===== src/rtl/mips_mem_arbiter_if.sv =====
// Core-side and bus-side signals of the MIPS memory arbiter.
// The master modport is the arbiter's view; slave is the view of the core plus memory.
interface mips_mem_arbiter_if #(
  parameter int ADDR_W = 32,
  parameter int DATA_W = 32
);
  // instruction port
  logic              inst_ren;
  logic [ADDR_W-1:0] inst_addr;
  logic [DATA_W-1:0] inst_data;
  logic              inst_stall;
  // data port
  logic              mem_ren;
  logic              mem_wen;
  logic [ADDR_W-1:0] mem_addr;
  logic [DATA_W-1:0] mem_dout;
  logic [DATA_W-1:0] mem_din;
  logic              mem_stall;
  // shared bus
  logic              bus_req;
  logic              bus_we;
  logic [ADDR_W-1:0] bus_addr;
  logic [DATA_W-1:0] bus_wdata;
  logic              bus_ack;
  logic [DATA_W-1:0] bus_rdata;
  logic              bus_err;

  modport master (
    input  inst_ren, inst_addr, mem_ren, mem_wen, mem_addr, mem_dout,
    input  bus_ack, bus_rdata,
    output inst_data, inst_stall, mem_din, mem_stall,
    output bus_req, bus_we, bus_addr, bus_wdata, bus_err
  );

  modport slave (
    output inst_ren, inst_addr, mem_ren, mem_wen, mem_addr, mem_dout,
    output bus_ack, bus_rdata,
    input  inst_data, inst_stall, mem_din, mem_stall,
    input  bus_req, bus_we, bus_addr, bus_wdata, bus_err
  );
endinterface


===== src/rtl/mips_mem_arbiter.sv =====
// Two-port (instruction/data) to single-bus memory arbiter with one
// outstanding transaction, optional round-robin on ties and bus timeout.
//
// state  | meaning
// IDLE   | arbitrate; capture winner into bus registers
// BUS    | bus_req held until bus_ack or timeout
// RESP   | one cycle; granted port's stall released
module mips_mem_arbiter #(
  parameter int ADDR_W    = 32,
  parameter int DATA_W    = 32,
  parameter int PRIO_MODE = 0,
  parameter int TIMEOUT   = 16
) (
  input  logic                clk,
  input  logic                rst,
  mips_mem_arbiter_if.master  bus
);

  localparam int              CNT_W  = (TIMEOUT < 2) ? 1 : $clog2(TIMEOUT + 1);
  localparam logic [CNT_W-1:0] TO_VAL = CNT_W'(TIMEOUT);
  localparam bit              TO_EN  = (TIMEOUT != 0);
  localparam bit              RR_EN  = (PRIO_MODE != 0);

  typedef enum logic [1:0] {S_IDLE, S_BUS, S_RESP} state_t;

  state_t             state_q, state_d;
  logic               bus_req_q, bus_req_d;
  logic               bus_we_q, bus_we_d;
  logic [ADDR_W-1:0]  bus_addr_q, bus_addr_d;
  logic [DATA_W-1:0]  bus_wdata_q, bus_wdata_d;
  logic [DATA_W-1:0]  inst_data_q, inst_data_d;
  logic [DATA_W-1:0]  mem_din_q, mem_din_d;
  logic               bus_err_q, bus_err_d;
  logic [CNT_W-1:0]   cnt_q, cnt_d;
  // grant/last: 1 = data port, 0 = instruction port
  logic               grant_q, grant_d;
  logic               last_q, last_d;

  logic               inst_req, data_req, pick_data;
  logic [CNT_W-1:0]   cnt_inc;

  assign inst_req = bus.inst_ren;
  assign data_req = bus.mem_ren | bus.mem_wen;
  assign cnt_inc  = cnt_q + CNT_W'(1);

  // Stall releases only in the RESP cycle of the port that was granted.
  assign bus.inst_stall = inst_req & ~((state_q == S_RESP) & ~grant_q);
  assign bus.mem_stall  = data_req & ~((state_q == S_RESP) & grant_q);

  assign bus.bus_req   = bus_req_q;
  assign bus.bus_we    = bus_we_q;
  assign bus.bus_addr  = bus_addr_q;
  assign bus.bus_wdata = bus_wdata_q;
  assign bus.inst_data = inst_data_q;
  assign bus.mem_din   = mem_din_q;
  assign bus.bus_err   = bus_err_q;

  // Next-state, arbitration and bus-register update logic.
  always_comb begin
    state_d     = state_q;
    bus_req_d   = bus_req_q;
    bus_we_d    = bus_we_q;
    bus_addr_d  = bus_addr_q;
    bus_wdata_d = bus_wdata_q;
    inst_data_d = inst_data_q;
    mem_din_d   = mem_din_q;
    bus_err_d   = bus_err_q;
    cnt_d       = cnt_q;
    grant_d     = grant_q;
    last_d      = last_q;
    // On a tie in round-robin mode the port not granted last time wins.
    pick_data   = data_req & (~inst_req | ~RR_EN | ~last_q);

    unique case (state_q)
      S_IDLE: begin
        if (inst_req | data_req) begin
          grant_d    = pick_data;
          last_d     = pick_data;
          bus_req_d  = 1'b1;
          // read+write together is serviced as a plain write
          bus_we_d   = pick_data & bus.mem_wen;
          bus_addr_d = pick_data ? bus.mem_addr : bus.inst_addr;
          if (pick_data) bus_wdata_d = bus.mem_dout;
          cnt_d      = '0;
          state_d    = S_BUS;
        end
      end
      S_BUS: begin
        if (bus.bus_ack) begin
          bus_req_d = 1'b0;
          if (!bus_we_q) begin
            if (grant_q) mem_din_d   = bus.bus_rdata;
            else         inst_data_d = bus.bus_rdata;
          end
          state_d = S_RESP;
        end else if (TO_EN && (cnt_inc == TO_VAL)) begin
          // abort: poison the read data so the core sees an obvious value
          bus_req_d = 1'b0;
          bus_err_d = 1'b1;
          if (!bus_we_q) begin
            if (grant_q) mem_din_d   = '1;
            else         inst_data_d = '1;
          end
          state_d = S_RESP;
        end else begin
          cnt_d = cnt_inc;
        end
      end
      S_RESP: begin
        state_d = S_IDLE;
      end
      default: begin
        state_d   = S_IDLE;
        bus_req_d = 1'b0;
      end
    endcase
  end

  // State and datapath registers; reset aborts any bus transaction at once.
  always_ff @(posedge clk or negedge rst) begin
    if (!rst) begin
      state_q     <= S_IDLE;
      bus_req_q   <= 1'b0;
      bus_we_q    <= 1'b0;
      bus_addr_q  <= '0;
      bus_wdata_q <= '0;
      inst_data_q <= '0;
      mem_din_q   <= '0;
      bus_err_q   <= 1'b0;
      cnt_q       <= '0;
      grant_q     <= 1'b0;
      last_q      <= 1'b0;
    end else begin
      state_q     <= state_d;
      bus_req_q   <= bus_req_d;
      bus_we_q    <= bus_we_d;
      bus_addr_q  <= bus_addr_d;
      bus_wdata_q <= bus_wdata_d;
      inst_data_q <= inst_data_d;
      mem_din_q   <= mem_din_d;
      bus_err_q   <= bus_err_d;
      cnt_q       <= cnt_d;
      grant_q     <= grant_d;
      last_q      <= last_d;
    end
  end

endmodule

===== src/flat_wrapper.sv =====
// flat-port wrapper written by rule: the top's interface ports become plain ports
module mips_mem_arbiter_flat 
#(
  parameter int ADDR_W    = 32,
  parameter int DATA_W    = 32,
  parameter int PRIO_MODE = 0,
  parameter int TIMEOUT   = 16
)
  (clk, rst, bus_inst_ren, bus_inst_addr, bus_mem_ren, bus_mem_wen, bus_mem_addr, bus_mem_dout, bus_bus_ack, bus_bus_rdata, bus_inst_data, bus_inst_stall, bus_mem_din, bus_mem_stall, bus_bus_req, bus_bus_we, bus_bus_addr, bus_bus_wdata, bus_bus_err);
  mips_mem_arbiter_if #(.ADDR_W(ADDR_W), .DATA_W(DATA_W)) bus_i ();
  input  logic clk;
  input  logic rst;
  input wire logic [$bits(bus_i.inst_ren)-1:0] bus_inst_ren;
  input wire logic [$bits(bus_i.inst_addr)-1:0] bus_inst_addr;
  input wire logic [$bits(bus_i.mem_ren)-1:0] bus_mem_ren;
  input wire logic [$bits(bus_i.mem_wen)-1:0] bus_mem_wen;
  input wire logic [$bits(bus_i.mem_addr)-1:0] bus_mem_addr;
  input wire logic [$bits(bus_i.mem_dout)-1:0] bus_mem_dout;
  input wire logic [$bits(bus_i.bus_ack)-1:0] bus_bus_ack;
  input wire logic [$bits(bus_i.bus_rdata)-1:0] bus_bus_rdata;
  output wire logic [$bits(bus_i.inst_data)-1:0] bus_inst_data;
  output wire logic [$bits(bus_i.inst_stall)-1:0] bus_inst_stall;
  output wire logic [$bits(bus_i.mem_din)-1:0] bus_mem_din;
  output wire logic [$bits(bus_i.mem_stall)-1:0] bus_mem_stall;
  output wire logic [$bits(bus_i.bus_req)-1:0] bus_bus_req;
  output wire logic [$bits(bus_i.bus_we)-1:0] bus_bus_we;
  output wire logic [$bits(bus_i.bus_addr)-1:0] bus_bus_addr;
  output wire logic [$bits(bus_i.bus_wdata)-1:0] bus_bus_wdata;
  output wire logic [$bits(bus_i.bus_err)-1:0] bus_bus_err;
  assign bus_i.inst_ren = bus_inst_ren;
  assign bus_i.inst_addr = bus_inst_addr;
  assign bus_i.mem_ren = bus_mem_ren;
  assign bus_i.mem_wen = bus_mem_wen;
  assign bus_i.mem_addr = bus_mem_addr;
  assign bus_i.mem_dout = bus_mem_dout;
  assign bus_i.bus_ack = bus_bus_ack;
  assign bus_i.bus_rdata = bus_bus_rdata;
  assign bus_inst_data = bus_i.inst_data;
  assign bus_inst_stall = bus_i.inst_stall;
  assign bus_mem_din = bus_i.mem_din;
  assign bus_mem_stall = bus_i.mem_stall;
  assign bus_bus_req = bus_i.bus_req;
  assign bus_bus_we = bus_i.bus_we;
  assign bus_bus_addr = bus_i.bus_addr;
  assign bus_bus_wdata = bus_i.bus_wdata;
  assign bus_bus_err = bus_i.bus_err;
  mips_mem_arbiter #(.ADDR_W(ADDR_W), .DATA_W(DATA_W), .PRIO_MODE(PRIO_MODE), .TIMEOUT(TIMEOUT)) u_core (.clk(clk), .rst(rst), .bus(bus_i));
endmodule

===== config.mk =====
export PLATFORM = sky130hd
export DESIGN_NAME = mips_mem_arbiter_flat
export DESIGN_NICKNAME = d
export VERILOG_FILES = /design/src/rtl/mips_mem_arbiter_if.sv /design/src/rtl/mips_mem_arbiter.sv /design/src/flat_wrapper.sv
export SDC_FILE = /design/constraint.sdc
export NUM_CORES = 1
export LEC_CHECK = 0
export BUFFER_PORTS_ARGS = -buffer_cell sky130_fd_sc_hd__buf_4
export CAP_MARGIN = 20
export CELL_PAD_IN_SITES_DETAIL_PLACEMENT = 0
export CELL_PAD_IN_SITES_GLOBAL_PLACEMENT = 1
export CORE_MARGIN = 2
export CORE_UTILIZATION = 39
export DETAILED_ROUTE_END_ITERATION = 6
export PLACE_DENSITY = 0.84
export SLEW_MARGIN = 20
export SYNTH_ARGS = -nofsm -noshare
export SYNTH_HDL_FRONTEND = slang
export SYNTH_SLANG_ARGS = --single-unit

===== constraint.sdc =====
create_clock -name clk -period 3.28 [get_ports clk]
set_clock_uncertainty 0.05 [all_clocks]
set_input_delay 0.164 -clock clk [delete_from_list [all_inputs] [get_ports clk]]
set_output_delay 0.164 -clock clk [all_outputs]
set_load 0.02 [all_outputs]

==> flow_metrics.tcl <==
set metrics [dict create \
    cts_setup_buffers 0 \
    core_area_sq_um 15200 \
    grt_pass1_wl_um 25300 \
    finalSetupViolations 0 \
    antenna_found_initial 0 \
    switchingPower_w 0.00320 \
    comb_power_share 0.437 \
    routedWlPerCell_um 16.6 \
    postRouteAntennaNets 0 \
    rows 45 \
    power.leakage_nw 4.41 \
    avgViaCountPerCell 4.85 \
    swShare 0.358 \
    avgSynthCellArea_sq_um 13.6 \
    fin_cells 970 \
    hp-start "bus_inst_addr[26]" \
    drive_gt1_frac 0.523 \
    clockRootBuffer "clkbuf_16" \
    yosys.area_share.simple 0.0887 \
    r2r-start "u_core.cnt_q[0]" \
    ctsHtreeMaxLevel 4 \
    cts_num_sinks 139 \
    startpoint "bus_mem_wen" \
    path_buf_inv 4 \
    drv_slew 0 \
    fin_crit_sh 0.760 \
    critPathMaxStageDelay_ns 0.58 \
    postLayoutCoreUtil 0.620 \
    initialDrtViolationCount 194 \
    synth_top_family_by_area "multiplexers" \
    syn2layout_area_growth_pct 55.7 \
    clockPowerShare 0.225 \
    finalHoldViolations 0 \
    rsz0062_at_grt "no" \
    port_buffers 266 \
    crit_slowest_cell "dlygate4sd3_1" \
    initial_core_util 0.398 \
    netlist_instances 444 \
    synth_fa_ha_area_frac 0.00207 \
    tns_ns 0 \
    grt.total_usage 0.197 \
    arrival_ns 2.69 \
    synth.cell_area_sq_um 6050 \
    cts_max_path_buffers 2 \
    layout_commonest_cell "buf_4" \
    hpwl_um 11100 \
    cp-start-kind "primary input" \
    wirelength_um 16100 \
    post_synth_xor_area_fraction 0 \
    cp-end-kind "register" \
    routabilityCongestion 0.830 \
    synth-edff-count 0 \
    drc 0 \
    synth_mux_area_frac 0.254 \
    max_freq_ghz 0.401 \
    p_int_w 0.00574 \
    yosys_warnings 0 \
    status "finished clean" \
    cp.required_ns 3.48 \
    synth_compound_area_frac 0.0508 \
    netlist.area_leader.share 0.574 \
    ys_seq_area_frac 0.574 \
    path_cells "dlygate4sd3_1 -> buf_4 -> nor2_4 -> buf_4 -> mux2i_1 -> dlygate4sd3_1 -> o21ai_0" \
    period_needed_ns 2.49 \
    cts_resized 0 \
    synth-seq-cells 139 \
    crit_type "in2reg" \
    dr_total_vias 4704 \
    grt_max_degree 78 \
    cts_tree "yes" \
    synthesis.nets 579 \
    hold_path.class "in2reg" \
    powerDensity_nw_per_um2 949 \
    tightest_slew_ns 0.920 \
    die_area_sq_um 16500 \
    cap_violations 0 \
    io_pins 267 \
    max_slew_margin 0.385 \
    synthTopCellsByArea "dfrtp_1 (57%), mux2_2 (12%), mux2_4 (7.4%), mux2i_1 (5.5%), or2b_1 (3.6%)" \
    final_nets 906 \
    numCtsBuffers 17 \
    drt_first_pass_iters 7 \
    dp.cells 879 \
    globalRouteOverflowTotal 0 \
    clk_pin_slew_ns 0.06 \
    vdd_ir_drop_max_uv 451 \
    insertion_delay_ns 0.41 \
    postCtsHoldBufs 60 \
    n_antenna_cell 0 \
    chipHeight_um 129 \
    power_frac_seq 0.338 \
    dieWidth_um 129 \
    final_cell_mix "buf_4 (269), dfrtp_1 (139), mux2_2 (67), dlygate4sd3_1 (61), nand2_1 (38)" \
    ys.flop_type "dfrtp_1" \
    async_reset_ff_frac 1.00 \
    synth_top_area_cell "dfrtp_1" \
    synth.distinct_cells 43 \
    grt_pass1_vias 5097 \
    cp_top_family "buffers and inverters" \
    cp_max_fo 20 \
]
==> final timing paths <==
check	cells after the start	slack (ns)	endpoint
max in group asynchronous	3	2.09	u_core.bus.mem_din[18]
hold / removal	3	0.007	u_core.bus.bus_addr[26]
setup / recovery	7	0.79	u_core.bus.bus_addr[7]
setup reg to reg	5	0.96	u_core.bus.inst_data[23]
hold reg to reg	1	0.40	u_core.bus.bus_err
min in group asynchronous	2	0.29	u_core.bus.inst_data[7]
==> cell families after synthesis <==
kind of cell,Yosys count
muxes,130
buffers and inverters,30
adders and majority gates,1
AOI/OAI and AO/OA,51
DFF,139
and+or+nand+nor,93
==> worst min-delay path: cells and delay by family <==
kind / cells / cell delay (ns)
multiplexers: 1 / 0.06
AO/OA/AOI/OAI: 1 / 0.13
buffers and inverters: 1 / 0.07
==> metal layers <==
metal	global-route usage	share of wire	vias up
met1	0.232	0.40	2271
li1	-	-	2200
met3	0.0682	0.088	25
met5	0	0	-
met2	0.339	0.49	208
met4	0.0684	0.017	0
==> cell type report <==
cell class / instances / area [sq um]
clock buffer: 19 / 453
clock inverter: 11 / 169
fill: 1184 / 5780
inverter: 6 / 22.5
multi-input combinational: 275 / 2410
sequential: 139 / 3480
tap: 188 / 235
timing repair buffer: 332 / 2660
==> per-stage QoR <==
stage	worst slack (ns)	hold WS [ns]	total power (W)	instance area, sq um
final	0.788	0.00749	0.00894	9430
after global routing	0.657	0.00187	0.00943	9430
after CTS	0.812	0.000608	0.00901	9420
after detailed placement	1.01	0.192	0.00691	8190
after global placement	1.11	0.188	0.00679	8190
after floorplan	1.26	-0.182	0.00519	6050
==> flip-flops by register name (all words and copies together) (netlist names) <==
signal                cells
u_core.bus.bus_wdata     32
u_core.bus.mem_din       32
u_core.bus.bus_req        1
u_core.bus.bus_addr      32
u_core.grant_q            1
u_core.state_q            2
u_core.bus.bus_err        1
u_core.cnt_q              5
u_core.bus.bus_we         1
u_core.bus.inst_data     32
==> synth_stat cells (2+ instances only) <==
library cell	instances
buf_4	3
clkbuf_1	12
buf_2	3
nand4b_1	2
mux2_2	67
buf_1	2
buf_12	3
o21ai_0	35
dfrtp_1	139
nor2_1	5
a21oi_1	3
nand2_1	39
a31oi_1	2
o21a_1	2
nand3b_1	2
nand3_1	2
mux2_4	30
mux2i_1	33
inv_1	6
nand2b_1	3
or2b_1	29
==> power groups by stage <==
stage,sequential (W),clock [W],combinational [W]
after floorplan,0.00386,0,0.00133
after global placement,0.00300,0,0.00379
after detailed placement,0.00304,0,0.00387
after CTS,0.00302,0.00206,0.00394
after global routing,0.00312,0.00213,0.00418
final,0.00303,0.00201,0.00390
(Power assumes the default switching activity.)
